File: config.mk
export PLATFORM = sky130hd
export DESIGN_NAME = mini_cpu_control
export DESIGN_NICKNAME = d
export VERILOG_FILES = /design/src/rtl/mini_cpu_pkg.sv /design/src/rtl/mini_cpu_control_button_edge_sync.sv /design/src/rtl/mini_cpu_control.sv
export SDC_FILE = /design/constraint.sdc
export NUM_CORES = 1
export LEC_CHECK = 0
export CAP_MARGIN = 25
export CORE_MARGIN = 2
export CORE_UTILIZATION = 47
export CTS_CLUSTER_SIZE = 16
export DETAILED_ROUTE_END_ITERATION = 12
export GPL_ROUTABILITY_DRIVEN = 0
export GPL_TIMING_DRIVEN = 0
export PLACE_DENSITY_LB_ADDON = 0.3
export REMOVE_ABC_BUFFERS = 1
export SLEW_MARGIN = 5
export SYNTH_ARGS = -nofsm -noshare
export SYNTH_HDL_FRONTEND = slang
export SYNTH_SLANG_ARGS = --single-unit
File: constraint.sdc
create_clock -name clk -period 4.3 [get_ports clk]
set_clock_uncertainty 0.2 [all_clocks]
set_input_delay 0.86 -clock clk [delete_from_list [all_inputs] [get_ports clk]]
set_output_delay 0.86 -clock clk [all_outputs]
set_load 0.02 [all_outputs]
File: src/rtl/mini_cpu_pkg.sv
// Shared opcodes, FSM encoding and immediate helper for the mini CPU controller.
package mini_cpu_pkg;

  localparam int DW_DEF = 16;
  localparam int AW_DEF = 4;

  localparam logic [2:0] OP_LOAD    = 3'b000;
  localparam logic [2:0] OP_ADD     = 3'b001;
  localparam logic [2:0] OP_ADDI    = 3'b010;
  localparam logic [2:0] OP_SUB     = 3'b011;
  localparam logic [2:0] OP_SUBI    = 3'b100;
  localparam logic [2:0] OP_MUL     = 3'b101;
  localparam logic [2:0] OP_CLEAR   = 3'b110;
  localparam logic [2:0] OP_DISPLAY = 3'b111;

  typedef enum logic [2:0] {
    S_OFF,
    S_IDLE,
    S_READ,
    S_EXEC,
    S_WB,
    S_SHOW,
    S_CLR
  } state_t;

  // Sign-magnitude 6-bit immediate to two's complement; -0 collapses to 0.
  function automatic logic [DW_DEF-1:0] sext_imm(input logic neg, input logic [5:0] mag);
    logic [DW_DEF-1:0] m;
    m = {{(DW_DEF-6){1'b0}}, mag};
    if (neg) m = ~m + {{(DW_DEF-1){1'b0}}, 1'b1};
    return m;
  endfunction

endpackage

File: src/rtl/mini_cpu_control_button_edge_sync.sv
// Two-flop synchronizer with a rising-edge one-shot for board buttons/switches.
module button_edge_sync (
  input  logic clk,
  input  logic rst,
  input  logic din,
  output logic pulse
);

  logic [1:0] sync_q;
  logic       prev_q;

  // Reset loads the "pressed" level so a button held through reset must be
  // released and pressed again before it produces a pulse.
  always_ff @(posedge clk) begin
    if (rst) begin
      sync_q <= 2'b11;
      prev_q <= 1'b1;
    end else begin
      sync_q <= {sync_q[0], din};
      prev_q <= sync_q[1];
    end
  end

  assign pulse = sync_q[1] & ~prev_q;

endmodule

File: src/rtl/mini_cpu_control.sv
// Instruction sequencer: latches switch fields on a button press and walks
// the register RAM / ALU through read, execute, write-back and display.
//
// state | meaning
// OFF   | power switch low, nothing runs
// IDLE  | waiting for a button press
// READ  | RAM read addresses driven
// EXEC  | ALU operands driven
// WB    | single RAM write of the result
// SHOW  | LCD refresh strobe
// CLR   | sweep writing 0 to every register
module mini_cpu_control
  import mini_cpu_pkg::*;
#(
  parameter int DW = DW_DEF,
  parameter int AW = AW_DEF
) (
  input  logic          clk,
  input  logic          rst,
  input  logic          ligar,
  input  logic          enviar,
  input  logic [2:0]    opcode,
  input  logic [AW-1:0] src1,
  input  logic [AW-1:0] src2,
  input  logic [AW-1:0] dest,
  input  logic          sinalImm,
  input  logic [5:0]    imm,
  output logic [AW-1:0] ram_addr1,
  output logic [AW-1:0] ram_addr2,
  input  logic [DW-1:0] ram_q1,
  input  logic [DW-1:0] ram_q2,
  output logic [AW-1:0] ram_waddr,
  output logic [DW-1:0] ram_wdata,
  output logic          ram_we,
  output logic [2:0]    alu_op,
  output logic [DW-1:0] alu_a,
  output logic [DW-1:0] alu_b,
  input  logic [DW-1:0] alu_y,
  output logic          busy,
  output logic [DW-1:0] lcd_value,
  output logic          lcd_show,
  output logic          lcd_update
);

  state_t        state, state_nxt;
  logic          go;
  logic          accept;
  logic [2:0]    op_r;
  logic [AW-1:0] src1_r, src2_r, dest_r;
  logic [DW-1:0] immx_r;
  logic [DW-1:0] wb_val_r;
  logic [DW-1:0] lcd_reg;
  logic          lcd_show_r;
  logic [AW-1:0] clr_cnt;
  logic [DW-1:0] show_val;

  button_edge_sync u_enviar_sync (
    .clk   (clk),
    .rst   (rst),
    .din   (enviar),
    .pulse (go)
  );

  assign accept = (state == S_IDLE) && go && ligar;

  always_ff @(posedge clk) begin
    if (rst) begin
      state      <= S_OFF;
      op_r       <= OP_LOAD;
      src1_r     <= '0;
      src2_r     <= '0;
      dest_r     <= '0;
      immx_r     <= '0;
      wb_val_r   <= '0;
      lcd_reg    <= '0;
      lcd_show_r <= 1'b0;
      clr_cnt    <= '0;
    end else begin
      state <= state_nxt;
      if (accept) begin
        op_r    <= opcode;
        src1_r  <= src1;
        src2_r  <= src2;
        dest_r  <= dest;
        immx_r  <= DW'(sext_imm(sinalImm, imm));
        clr_cnt <= '0;
      end else if (state == S_CLR) begin
        clr_cnt <= clr_cnt + AW'(1);
      end
      if (state == S_WB) wb_val_r <= ram_wdata;
      // Display registers only move on a completed SHOW, so a power-off abort holds them.
      if (state == S_SHOW && ligar) begin
        lcd_reg    <= show_val;
        lcd_show_r <= (op_r != OP_CLEAR);
      end
    end
  end

  always_comb begin
    state_nxt = state;
    case (state)
      S_OFF:  if (ligar) state_nxt = S_IDLE;
      S_IDLE: begin
        if (go) begin
          if (opcode == OP_LOAD)       state_nxt = S_WB;
          else if (opcode == OP_CLEAR) state_nxt = S_CLR;
          else                         state_nxt = S_READ;
        end
      end
      S_READ: state_nxt = (op_r == OP_DISPLAY) ? S_SHOW : S_EXEC;
      S_EXEC: state_nxt = S_WB;
      S_WB:   state_nxt = S_SHOW;
      S_SHOW: state_nxt = S_IDLE;
      S_CLR:  if (clr_cnt == '1) state_nxt = S_SHOW;
      default: state_nxt = S_OFF;
    endcase
    if (!ligar) state_nxt = S_OFF;
  end

  always_comb begin
    ram_addr1  = '0;
    ram_addr2  = '0;
    ram_waddr  = '0;
    ram_wdata  = '0;
    ram_we     = 1'b0;
    alu_op     = 3'b000;
    alu_a      = '0;
    alu_b      = '0;
    lcd_update = 1'b0;
    show_val   = wb_val_r;
    if (op_r == OP_DISPLAY)    show_val = ram_q1;
    else if (op_r == OP_CLEAR) show_val = '0;

    case (state)
      S_READ: begin
        ram_addr1 = src1_r;
        ram_addr2 = src2_r;
      end
      S_EXEC: begin
        alu_a = ram_q1;
        case (op_r)
          OP_ADDI: begin alu_op = OP_ADD; alu_b = immx_r; end
          OP_SUBI: begin alu_op = OP_SUB; alu_b = immx_r; end
          default: begin alu_op = op_r;   alu_b = ram_q2; end
        endcase
      end
      S_WB: begin
        ram_we    = 1'b1;
        ram_waddr = dest_r;
        ram_wdata = (op_r == OP_LOAD) ? immx_r : alu_y;
      end
      S_CLR: begin
        ram_we    = 1'b1;
        ram_waddr = clr_cnt;
      end
      S_SHOW: lcd_update = 1'b1;
      default: ;
    endcase
    ram_we = ram_we && ligar && !rst;
  end

  assign busy      = (state != S_IDLE) && (state != S_OFF);
  assign lcd_value = (state == S_SHOW) ? show_val : lcd_reg;
  assign lcd_show  = (state == S_SHOW) ? (op_r != OP_CLEAR) : lcd_show_r;

endmodule
* Word level (Yosys, flattened, before mapping) *
Cells that the tools add are included.

storage, ports and cells
  register bits = 74
  input bits = 74
  output and inout port bits = 83
  logic and storage cells = 74

cells by class
  add/subtract/negate cells = 2
  equality and inequality tests = 16
  multiplexer cells = 23
  bitwise gates (word level) = 4
  reduce and logical (&&, ||, !) cells = 17

operators by type and width
  cell                                           number
  2-to-1 mux 16 bit                              9
  == test 3 bit, second input constant           7
  2-to-1 mux 3 bit                               6
  case mux 3 bit (6 select lines)                1
  adder 16 x 1 -> 16 bit, second input constant  1
  NOT 6 -> 16 bit                                1
  OR reduction 2 bit                             5
  == test 3 x 2 -> 1 bit, second input constant  3
  zero test 3 bit                                3
  2-to-1 mux 4 bit                               2
  case mux 4 bit (2 select lines)                1
  logical AND 1 bit                              6
  case mux 3 bit (2 select lines)                1
  adder 4 x 1 -> 4 bit, second input constant    1
  == test 4 bit, second input constant           1
  == test 3 x 1 -> 1 bit, second input constant  1
  2-to-1 mux 1 bit                               3
  != test 3 x 1 -> 1 bit, second input constant  1
  != test 3 bit, second input constant           1
  nonzero test 3 bit                             1
  != test 2 x 1 -> 1 bit, second input constant  1
  != test 2 bit, second input constant           1
  NOT 1 bit                                      2
  AND reduction 2 bit                            1
  other kinds (2)                                2

* Longest topological paths before layout *
Gate-level depths: netlist of run 1.

  depth in word-level cells = 5
  depth in mapped cells = 7

* Cells and area by module *
Synthesis of run 1 repeated with hierarchy kept, for this count alone.

unflattened totals
  cells, all modules = 514
  area, all modules = 3,868.7 sq um

by module, submodules not included
  module            times used  cells an instance  area each (sq um)  seq. area each (sq um)
  mini_cpu_control  1           507                3,783.6            1,321.3
  button_edge_sync  1           7                  85.1               60.1

* Least setup slack after synthesis of run 1 *
OpenSTA, ideal clock, no wires.

  path kind = reg2out
  start = register op_r[1]
  end = output port lcd_value[12]
  arrival = 1,560 ps
  setup slack = 1,680 ps
  cell stages (with the launch flop) = 8
  path through = dfxtp_1 -> buf_2 -> and2_1 -> clkbuf_2 -> clkbuf_2 -> and3_1 -> a21oi_1 -> o21ai_0

on the way
  word-level cells in the longest chain between the ends = 4

ends and longest elaborated chain
  element                   line                     text
  start: declaration        mini_cpu_control.sv:48   logic [2:0] op_r;
  start signal: assignment  mini_cpu_control.sv:81   op_r <= opcode;
  == test 3 bit             mini_cpu_control.sv:132  else if (op_r == OP_CLEAR) show_val = '0;
  2-to-1 mux 16 bit         mini_cpu_control.sv:132
  2-to-1 mux 16 bit *       mini_cpu_control.sv:131  if (op_r == OP_DISPLAY) show_val = ram_q1;
  2-to-1 mux 16 bit *       mini_cpu_control.sv:163  assign lcd_value = (state == S_SHOW) ? show_val : lcd_reg;
  end: declaration          mini_cpu_control.sv:40   output logic [DW-1:0] lcd_value,

Mark *: on every way between the ends. The rest lies on a longest branch, timed or not.

* Worst setup path after layout of run 1 *
  start = register state[1]
  end = output port alu_b[11]

on the way
  word-level cells in the longest chain between the ends = 2

ends and longest elaborated chain
  element                   line                     text
  start: declaration        mini_cpu_control.sv:45   state_t state, state_nxt;
  start signal: assignment  mini_cpu_control.sv:79   state <= state_nxt;
  == test 3 x 2 -> 1 bit    mini_cpu_control.sv:134  case (state)
  2-to-1 mux 16 bit         mini_cpu_control.sv:134
  end: declaration          mini_cpu_control.sv:37   output logic [DW-1:0] alu_b,

Every way passes these cells.

==> impl_summary.md, run 1 <==
Status
The run finished with clean final reports.

STA
The number of failing hold endpoints at the final stage is 0. The number of pins exceeding their max-slew limit in the final report is 0. Setup repair after global routing left no endpoint under its margin. Static timing analysis puts the maximum clock frequency at 244 MHz.

Measured against its own limit, the worst slew margin works out to 0.365. The portion of the clock cycle consumed by the worst path in the final layout is 0.952. The shortest period the worst path allows is ~4000 ps. Setup violations remaining at the end of the flow were counted as 0. At the pin with the least slew margin, the transition time is 951 ps.

The final worst hold slack is 217 ps.

Clocking
The TritonCTS clock tree is built. The sink count of the clock tree is between 60 and 70. CTS built an H-tree with a depth of 3. Clock-pin slew was measured on the worst setup and hold paths at ~70 ps. The insertion delay to the later sink of the worst-skew pair is between 300 and 400 ps. Buffers inserted during clock tree synthesis total 9. In this run the deepest clock path goes through 2 buffers. The tree is rooted in a sky130_fd_sc_hd__clkbuf_8.

Logic synthesis
Synthesis inferred ~70 register bits. The cell area that synthesis handed to floorplanning was about 3800 um2. The average cell area after synthesis is 7.48 um2. The share of synthesized area in the top cell type comes to 0.364.

In the post-synthesis netlist, the biggest area contributors are sky130_fd_sc_hd__dfxtp_1 (36%), sky130_fd_sc_hd__nand2_1 (8.4%), sky130_fd_sc_hd__a21oi_1 (8.2%). Of the synthesized area, sequential elements account for 0.364. Yosys mapped the design onto 42 distinct sky130hd cell types. The post-synthesis cell type with the largest combined area is sky130_fd_sc_hd__dfxtp_1.

Synthesis produced 507 cells. The number of synthesis warnings is 0.

Final layout
The net count of the finished layout is 708. The area growth from synthesis to final layout is 44.2%. The layout has 627 filler cells. The number of antenna diodes in the final layout is 0.

The library cells used most frequently in the layout, excluding fill and tap cells, are sky130_fd_sc_hd__clkdlybuf4s50_1 (155), sky130_fd_sc_hd__nand2_1 (84), sky130_fd_sc_hd__dfxtp_1 (69). Summing all flip-flop and latch instances after layout gives 1380 um2. The library cell used most frequently in the layout, excluding fill and tap cells, is sky130_fd_sc_hd__clkdlybuf4s50_1. The area taken by multi-input logic gates is 2130 um2.

The post-route standard cell area excluding fillers is 5470 um2. In the final layout, the share of cells above drive strength 1 is 0.0519.

Drt
In the routed design, unresolved DRC markers number 0. The detail route stage leaves a number of antenna-violating nets equal to 0. The first routing iteration left 193 violations. For this block, the routed nets add up to 11.9 mm of wire. The number of vias per cell is roughly 5.5. In the final routed layout, each cell accounts on average for 16.1 um. The detailed router placed 4081 vias in this run. The pre-antenna-repair detailed-routing pass consisted of 4 iterations.

Worst setup path
The class of the most critical setup path is register to primary output. The signal on the critical path passes through nor2b_1 -> nand2_2 -> a21oi_1 -> clkdlybuf4s50_1. The first element of the critical path is state[1]$_SDFFE_PP0P_. In this run the critical register-to-register path is launched from state[0]$_SDFFE_PP0P_. STA puts the critical path data required time at 3240 ps. STA puts the critical path data arrival time at roughly 3000 ps. The kind of start point of the critical path is a register.

The delay of the slowest cell on the worst path is 680 ps. The cell type of the slowest stage on the worst timing path is sky130_fd_sc_hd__dfxtp_1. The capturing element type of the critical path is a primary output.

The largest fanout of any net on the critical path is 20.

Floorplan
The starting density of the core is 0.488. The die span in y is 93.8 um. The die covers 8800 um2. Pin placement for this block handled 157 I/O pins. The core region is approximately 8000 um2. The die is 93.8 um wide. The placement row count is 32.

Hold path
The hold path startpoint is u_enviar_sync.sync_q[0]$_SDFF_PP1_. The worst hold-check path type is register to register.

Flow run
The number of maximum-capacitance violations is 0.

Place
Port buffering added between 150 and 200 buffers. The wire-length estimate of the detail-placed layout is 8.40 mm. The placed instance area is 5280 um2.

Global route
Across every metal layer, demand over resource in global routing totals 0.271. The number of global-route vias before repair came to ~4000. The first global-routing pass estimated 19.0 mm of wire. The initial antenna violation count came to 0. The total congestion overflow is 0. The pin count of the biggest net entering global routing is 47.

Power
Summed over all cells, the static leakage comes to 1.94 nW. The peak supply drop is around 0.00018 V. In this run the power density over the cells is approximately 240 nW/um2.
final timing paths:
path	cells past startpoint	to	slack [ps]
worst max-delay path	4	alu_b[11]	210
worst max register to register	4	lcd_reg[6]$_SDFFE_PP0P_	1540
worst min-delay path	1	u_enviar_sync.sync_q[1]$_SDFF_PP1_	220
worst min register to register	1	u_enviar_sync.sync_q[1]$_SDFF_PP1_	220
per-layer routing:
layer | global-route usage | part of all wire | vias to the layer above
met4 | 0.0773 | 0.015 | 0
met5 | 0 | 0 | -
met3 | 0.0594 | 0.077 | 19
met2 | 0.478 | 0.49 | 163
met1 | 0.331 | 0.41 | 1918
li1 | - | - | 1981
cell usage after synthesis, drive strengths merged:
cell	n
nand2	85
dfxtp	69
nor2	68
a21oi	62
a211oi	38
and3	33
clkbuf	25
buf	21
o21ai	18
mux2i	16
and2	12
inv	7
nand3	7
or2	7
xnor2	6
nor3	5
ha	3
nand3b	3
nor2b	3
nor3b	3
a31oi	2
nand2b	2
or3	2
xor2	2
a21boi	1
a221oi	1
a41oi	1
and2b	1
nor4	1
nor4b	1
o31ai	1
or2b	1
critical path, delay by kind of cell (launching register included):
kind | cells | cell delay [ps]
AND/OR/NAND/NOR | 2 | 1070
flip-flops | 1 | 680
buffers and inverters | 1 | 650
AO/OA/AOI/OAI | 1 | 280
final cells by class:
class                   instances  share of cell area
multi-input cells             385               0.389
repair buffers                159               0.295
clock buffers                  10              0.0233
inverters                       7             0.00480
flip-flops and latches         69               0.253
well taps                     102              0.0233
clock inverters                 6              0.0117
per-stage QoR:
stage	instances	utilization	setup WS, ps	power (mW)	setup TNS [ps]
after floorplan	461	-	1240	0.692	0
after global placement	719	0.672	-726	0.785	-3110
after detailed placement	722	0.679	421	0.790	0
after CTS	738	0.704	41.1	1.30	0
after global routing	738	0.704	74.7	1.34	0
final	738	0.704	208	1.29	0
cell families after synthesis:
group                      after synthesis  share of synthesized area
xor gates and xnor gates                 8                     0.0185
DFF                                     69                      0.364
and+or+nand+nor                        234                      0.294
adders and majority gates                3                    0.00990
buffers and inverters                   53                     0.0756
AOI/OAI and AO/OA                      124                      0.195
muxes                                   16                     0.0422
power by group:
part	switching, mW	leakage (nW)	internal, mW
sequential	0.00718	0.557	0.642
combinational	0.0493	1.29	0.0789
clock	0.247	0.0923	0.267
what timing repair did:
action	CTS	global route
resized for setup	0	1
hold buffers	0	0
buffers inserted	0	0
setup endpoints to repair	0	19
Note: power is estimated with default switching activity, not from simulation.
==> run 2, diff against run 1 <==
--- a/config.mk
+++ b/config.mk
@@ -8,7 +8,8 @@
 export CAP_MARGIN = 25
 export CORE_MARGIN = 2
 export CORE_UTILIZATION = 47
-export CTS_CLUSTER_SIZE = 16
+export CTS_BUF_LIST = sky130_fd_sc_hd__clkbuf_16
+export CTS_CLUSTER_SIZE = 30
 export DETAILED_ROUTE_END_ITERATION = 12
 export GPL_ROUTABILITY_DRIVEN = 0
 export GPL_TIMING_DRIVEN = 0
==> impl_summary.md, run 2 (synthesis gave the netlist of run 1 again) <==
Status
The flow ran to the end, and the final reports show no timing, DRC or antenna violations.

Power
The share of total power dissipated in combinational logic is 0.086. VDD sags by at most around 0.00026 V. Dividing total power by cell area gives a power density of 269 nW/um2. Cell internal power was estimated by the tool at about 1.2 mW. The proportion of power drawn by the clock network is 0.481.

After layout, the design draws a total of 1.50 mW. Summed over all cells, the static leakage comes to 1.99 nW. Of the total power, registers draw 0.433. The net switching fraction of the power is 0.222. Summed over all nets, the switching power comes to 0.334 mW.

Drt
Dividing the detail-routed via count by the number of cells gives 5.52. The total via count after detailed routing is 4071. In the detailed route, the total length drawn on met3 is 819 um. The sum of routed wire length over all layers is between 10 and 15 mm. The detailed router finished its first iteration with roughly 200 violations. The detail route stage leaves a number of antenna-violating nets equal to 0.

The amount of wire on met2 after detailed routing is 6.06 mm. The detailed router put a total of 5.02 mm of wire on met1. In the final routed layout, each cell accounts on average for about 16 um.

The iteration count of the initial detailed-routing pass is 4. The top routing layer in use is met4. The number of remaining DRC errors is 0.

Worst setup path
The total buffers and inverters traversed by the critical path is 1. The delay of the slowest cell on the worst path is 680 ps. The family of cells with the greatest summed delay on the critical path is simple AND/OR/NAND/NOR gates. STA classifies the critical path startpoint as a register. The destination of the worst register-to-register timing path is lcd_reg[3]$_SDFFE_PP0P_. Setup slack on the worst reg-to-reg path comes out at approximately 1600 ps. The reg-to-reg critical path startpoint is state[0]$_SDFFE_PP0P_.

Along the worst path, the maximum fanout reaches 20. The worst path required time is ~3200 ps. The setup path with the least slack is of type register to primary output.

The cell type of the slowest stage on the worst timing path is sky130_fd_sc_hd__dfxtp_1. The count of cells along the worst register-to-register path is 4. The data arrival time of the critical path is 3030 ps. Walking the worst path, the cells encountered are nor2b_1 -> nand2_2 -> a21oi_1 -> clkdlybuf4s50_1.

STA classifies the critical path endpoint as a primary output.

Hold path
The end point of the most critical hold path is u_enviar_sync.sync_q[1]$_SDFF_PP1_. The worst hold-check path type is register to register. The startpoint identified for the worst hold timing path is u_enviar_sync.sync_q[0]$_SDFF_PP1_. The instance count along the most critical hold path is 1.

Clocking
The clock tree root driver cell is sky130_fd_sc_hd__clkbuf_16. The post-cts repair resize count is 0. TritonCTS built the clock tree. The CTS buffer count is 9. After clock tree synthesis, the setup repair step added 0 buffers. The largest buffer count on any clock path is 2. The hold buffer count at cts is 0. The insertion delay to the later sink of the worst-skew pair is 330 ps. The clock-pin slew reported for the worst setup and hold paths after clock tree synthesis is about 50 ps. In this run the number of H-tree levels came out at 3. The sink count of the clock tree is 69.

Floorplan
The placement row count is 32. Pin placement for this block handled approximately 160 I/O pins. The die outline width is 93.8 um. The starting density of the core is 0.488.

The die area is 8800 um2. The total core area is 7770 um2. From bottom edge to top edge, the die measures 93.8 um.

Flow run
Across the run, the number of max-cap violations was 0.

STA
The number of pins exceeding their max-slew limit in the final report was 0. Setup repair after global routing left no endpoint under its margin. The total negative setup slack is 0 ps. Final hold analysis gives a worst-case slack of 214 ps.

In this run the tightest slew margin relative to its limit is 0.391. The shortest period the worst path allows is 4090 ps. The fmax is 245 MHz.

The number of failing hold endpoints at the final stage is 0. Setup violations remaining at the end of the flow were counted as 0. Dividing the final minimum period by the clock period gives 0.950. For the pin with the worst max-slew slack, the measured transition is 912 ps.

Final layout
For this run, the post-layout net count is approximately 710. The fraction of final layout cells with drive strength greater than 1 is 0.0519. The final antenna diode count is 0. The area growth from synthesis to layout is 46.9%. The number of filler cells placed in the layout is 611. The most common library cell in the layout ignoring fill and taps is sky130_fd_sc_hd__clkdlybuf4s50_1.

The library cells used most frequently in the layout, excluding fill and tap cells, are sky130_fd_sc_hd__clkdlybuf4s50_1 (155), sky130_fd_sc_hd__nand2_1 (84), sky130_fd_sc_hd__dfxtp_1 (69).

Global route
The initial antenna violation count came to 0. Entering global routing, the biggest net connects 47 pins. The total global routing track utilization is 0.277. The number of global-route vias before repair came to roughly 4000. For this run the aggregate overflow at the end of global routing stands at 0. The first global-routing pass estimated 19.3 mm of wire.

Place
The HPWL after detailed placement is 8.40 mm. The count of buffers added on input and output ports is between 150 and 200.
## run 2: how the worst max path moves through the flow
stage	start	end	cells past startpoint
6_report	state[1]$_SDFFE_PP0P_	alu_b[11]	4
5_1_grt	state[1]$_SDFFE_PP0P_	alu_b[13]	4
4_1_cts	state[1]$_SDFFE_PP0P_	alu_b[2]	4
3_5_place_dp	state[1]$_SDFFE_PP0P_	alu_b[2]	4
3_3_place_gp	rst	ram_we	4
2_1_floorplan	state[1]$_SDFFE_PP0P_	alu_b[0]	3
## run 2: power groups by stage
stage	clock network, mW	registers (mW)	logic, mW
global route	0.756	0.651	0.137
CTS	0.725	0.650	0.128
global placement	0	0.663	0.121
finish	0.721	0.650	0.129
detailed placement	0	0.664	0.126
floorplan	0	0.661	0.0311
## run 2: through the flow
stage / setup WS, ps / cells / util / area [um2]
after CTS: 55.2 / 738 / 0.717 / 5570
final: 214 / 738 / 0.717 / 5570
after detailed placement: 421 / 722 / 0.679 / 5280
after global placement: -726 / 719 / 0.672 / 5220
after floorplan: 1240 / 461 / - / 3530
after global routing: 103 / 738 / 0.717 / 5570
## run 2: layout make-up
class / instances / area (um2) / area share
inverter: 7 / 26.3 / 0.00472
timing repair buffer: 159 / 1620 / 0.290
multi-input combinational: 385 / 2130 / 0.382
sequential: 69 / 1380 / 0.248
tap: 102 / 128 / 0.0229
clock inverter: 7 / 67.6 / 0.0121
clock buffer: 9 / 225 / 0.0404
## run 2: metal layers
| layer | global-route usage | vias to the layer above |
|---|---|---|
| li1 | - | 1979 |
| met1 | 0.332 | 1926 |
| met2 | 0.492 | 147 |
| met3 | 0.0690 | 19 |
| met4 | 0.0737 | 0 |
| met5 | 0 | - |
==> RTL change, RTL diff (settings of run 2) <==
Register the input `imm` before use, without a reset. The logic sees it one clock later. The other inputs are not delayed to match.
--- a/src/rtl/mini_cpu_control.sv
+++ b/src/rtl/mini_cpu_control.sv
@@ -42,6 +42,12 @@
   output logic          lcd_update
 );
 
+  logic [5:0] imm_q;
+
+  always_ff @(posedge clk) begin
+    imm_q <= imm;
+  end
+
   state_t        state, state_nxt;
   logic          go;
   logic          accept;
@@ -82,7 +88,7 @@
         src1_r  <= src1;
         src2_r  <= src2;
         dest_r  <= dest;
-        immx_r  <= DW'(sext_imm(sinalImm, imm));
+        immx_r  <= DW'(sext_imm(sinalImm, imm_q));
         clr_cnt <= '0;
       end else if (state == S_CLR) begin
         clr_cnt <= clr_cnt + AW'(1);
Function: changed (Yosys sat finds a counterexample within 10 cycles, from zero or initial values and one cycle with rst high).
==> RTL change against run 2 <==
Via count grew 1.7%. Design area rose by 4.1%. Wire length rose by 1.8%. Worst setup slack about the same. Non-clock buffer count rose by 3. Synthesized area increased by 2.4%. Sequential cell count is 6 higher. Register-to-register slack better by 280 ps. Critical path depth grew 1. First-iteration DRC count is 20% higher. Die area up 2.3%. Utilization about the same. Power up 12%. Critical path type unchanged. Largest cell class unchanged. Largest power group unchanged.
==> RTL change: results <==
{
  "status": "finished clean",
  "drt_iter0_drc": 238,
  "grt_usage_pct": 27.3,
  "p_leak_nw": 2.09,
  "max_stage_delay_ps": 650,
  "grt_pass1_vias": 3978,
  "dpl.hpwl_um": 8690,
  "worst_pin_slew_ps": 978,
  "synth_cell_types": 44,
  "p_sw_share_pct": 20.1,
  "yosys-top-cells-area": "dfxtp_1 (39%), nand2_1 (8.4%), a21oi_1 (8.1%)",
  "grt_pass1_wl_um": 19200,
  "routedWlPerCell_um": 16.4,
  "startpoint": "state[0]",
  "final_nets": 718,
  "ir_drop_v": 0.000219,
  "grtUsageMet3_pct": 6.15,
  "timing.rr.end": "src1_r[2]",
  "nFillCells": 681,
  "dpl_cell_area_sq_mm": 0.00544,
  "synth_top_cells_by_count": "nand2_1 (87), dfxtp_1 (75), a21oi_1 (63)",
  "met2_usage_pct": 46.3,
  "met1_usage_pct": 33.2,
  "drt_pass1_iterations": 4,
  "vias_per_cell": 5.51,
  "regToRegSetupSlack_ps": 1830,
  "crit_fanout": 19,
  "finalCriticalPeriod_ps": 4090,
  "pre_cts_slack_ps": 494,
  "drive_gt1_share_pct": 5.57,
  "reg2reg_from": "state[1]"
}
RTL change: cell types whose count changed in the layout (fill, tap and decap cells not counted), moves of 3 or more:
cell | run 2 | this run
nor2_1 | 66 | 60
nand2_1 | 84 | 87
a22o_1 | 0 | 3
mux2i_1 | 16 | 12
dfxtp_1 | 69 | 75
RTL change: how the worst min path moves through the flow:
stage | start | to | slack (ps) | depth (start not counted)
floorplan | u_enviar_sync.sync_q[0] | u_enviar_sync.sync_q[1] | 190 | 1
detailed placement | u_enviar_sync.sync_q[0] | u_enviar_sync.sync_q[1] | 190 | 1
CTS | u_enviar_sync.sync_q[0] | u_enviar_sync.sync_q[1] | 210 | 1
finish | u_enviar_sync.sync_q[0] | u_enviar_sync.sync_q[1] | 210 | 1
global placement | u_enviar_sync.sync_q[0] | u_enviar_sync.sync_q[1] | 190 | 1
global route | u_enviar_sync.sync_q[0] | u_enviar_sync.sync_q[1] | 220 | 1
RTL change: cell type report:
class	instances	area, sq um	area share, %
tap	105	131	2.26
timing repair buffer	162	1670	28.8
inverter	6	22.5	0.388
clock inverter	7	108	1.86
clock buffer	9	225	3.88
multi-input combinational	387	2140	36.9
sequential	75	1500	25.9
RTL change: logic make-up after synthesis:
logic type | count (synthesis) | synth area share, %
simple gates | 232 | 28.6
compound gates | 132 | 20.7
flops | 75 | 38.7
buf+inv | 50 | 6.25
mux | 12 | 3.09
xor+xnor | 8 | 1.80
fa+ha+maj | 3 | 0.967
RTL change: metal layers:
layer	wire length [um]	part of all wire (%)
met2	6030	49
met4	324	2.6
met5	0	0
met1	4940	40
met3	1000	8.2
RTL change: worst max-delay path: cells and delay by family, from the launching register on:
kind	cells	cell delay, ps
compound gates	1	350
buf+inv	2	880
flops	1	610
simple gates	2	850
RTL change: through the flow:
step           total power [mW]  instances  util [%]  TNS, ps
2_1_floorplan             0.757        468         -        0
3_3_place_gp              0.850        729      66.2     -733
3_5_place_dp              0.856        734      67.2        0
4_1_cts                    1.69        750      71.3        0
5_1_grt                    1.73        751      71.7        0
6_report                   1.68        751      71.7        0
RTL change: power by group through the flow:
stage	Clock, mW	Sequential, mW	Combinational (mW)
after floorplan	0	0.723	0.0337
after global placement	0	0.726	0.125
after detailed placement	0	0.727	0.129
after CTS	0.845	0.711	0.131
after global routing	0.879	0.713	0.140
final	0.838	0.712	0.131
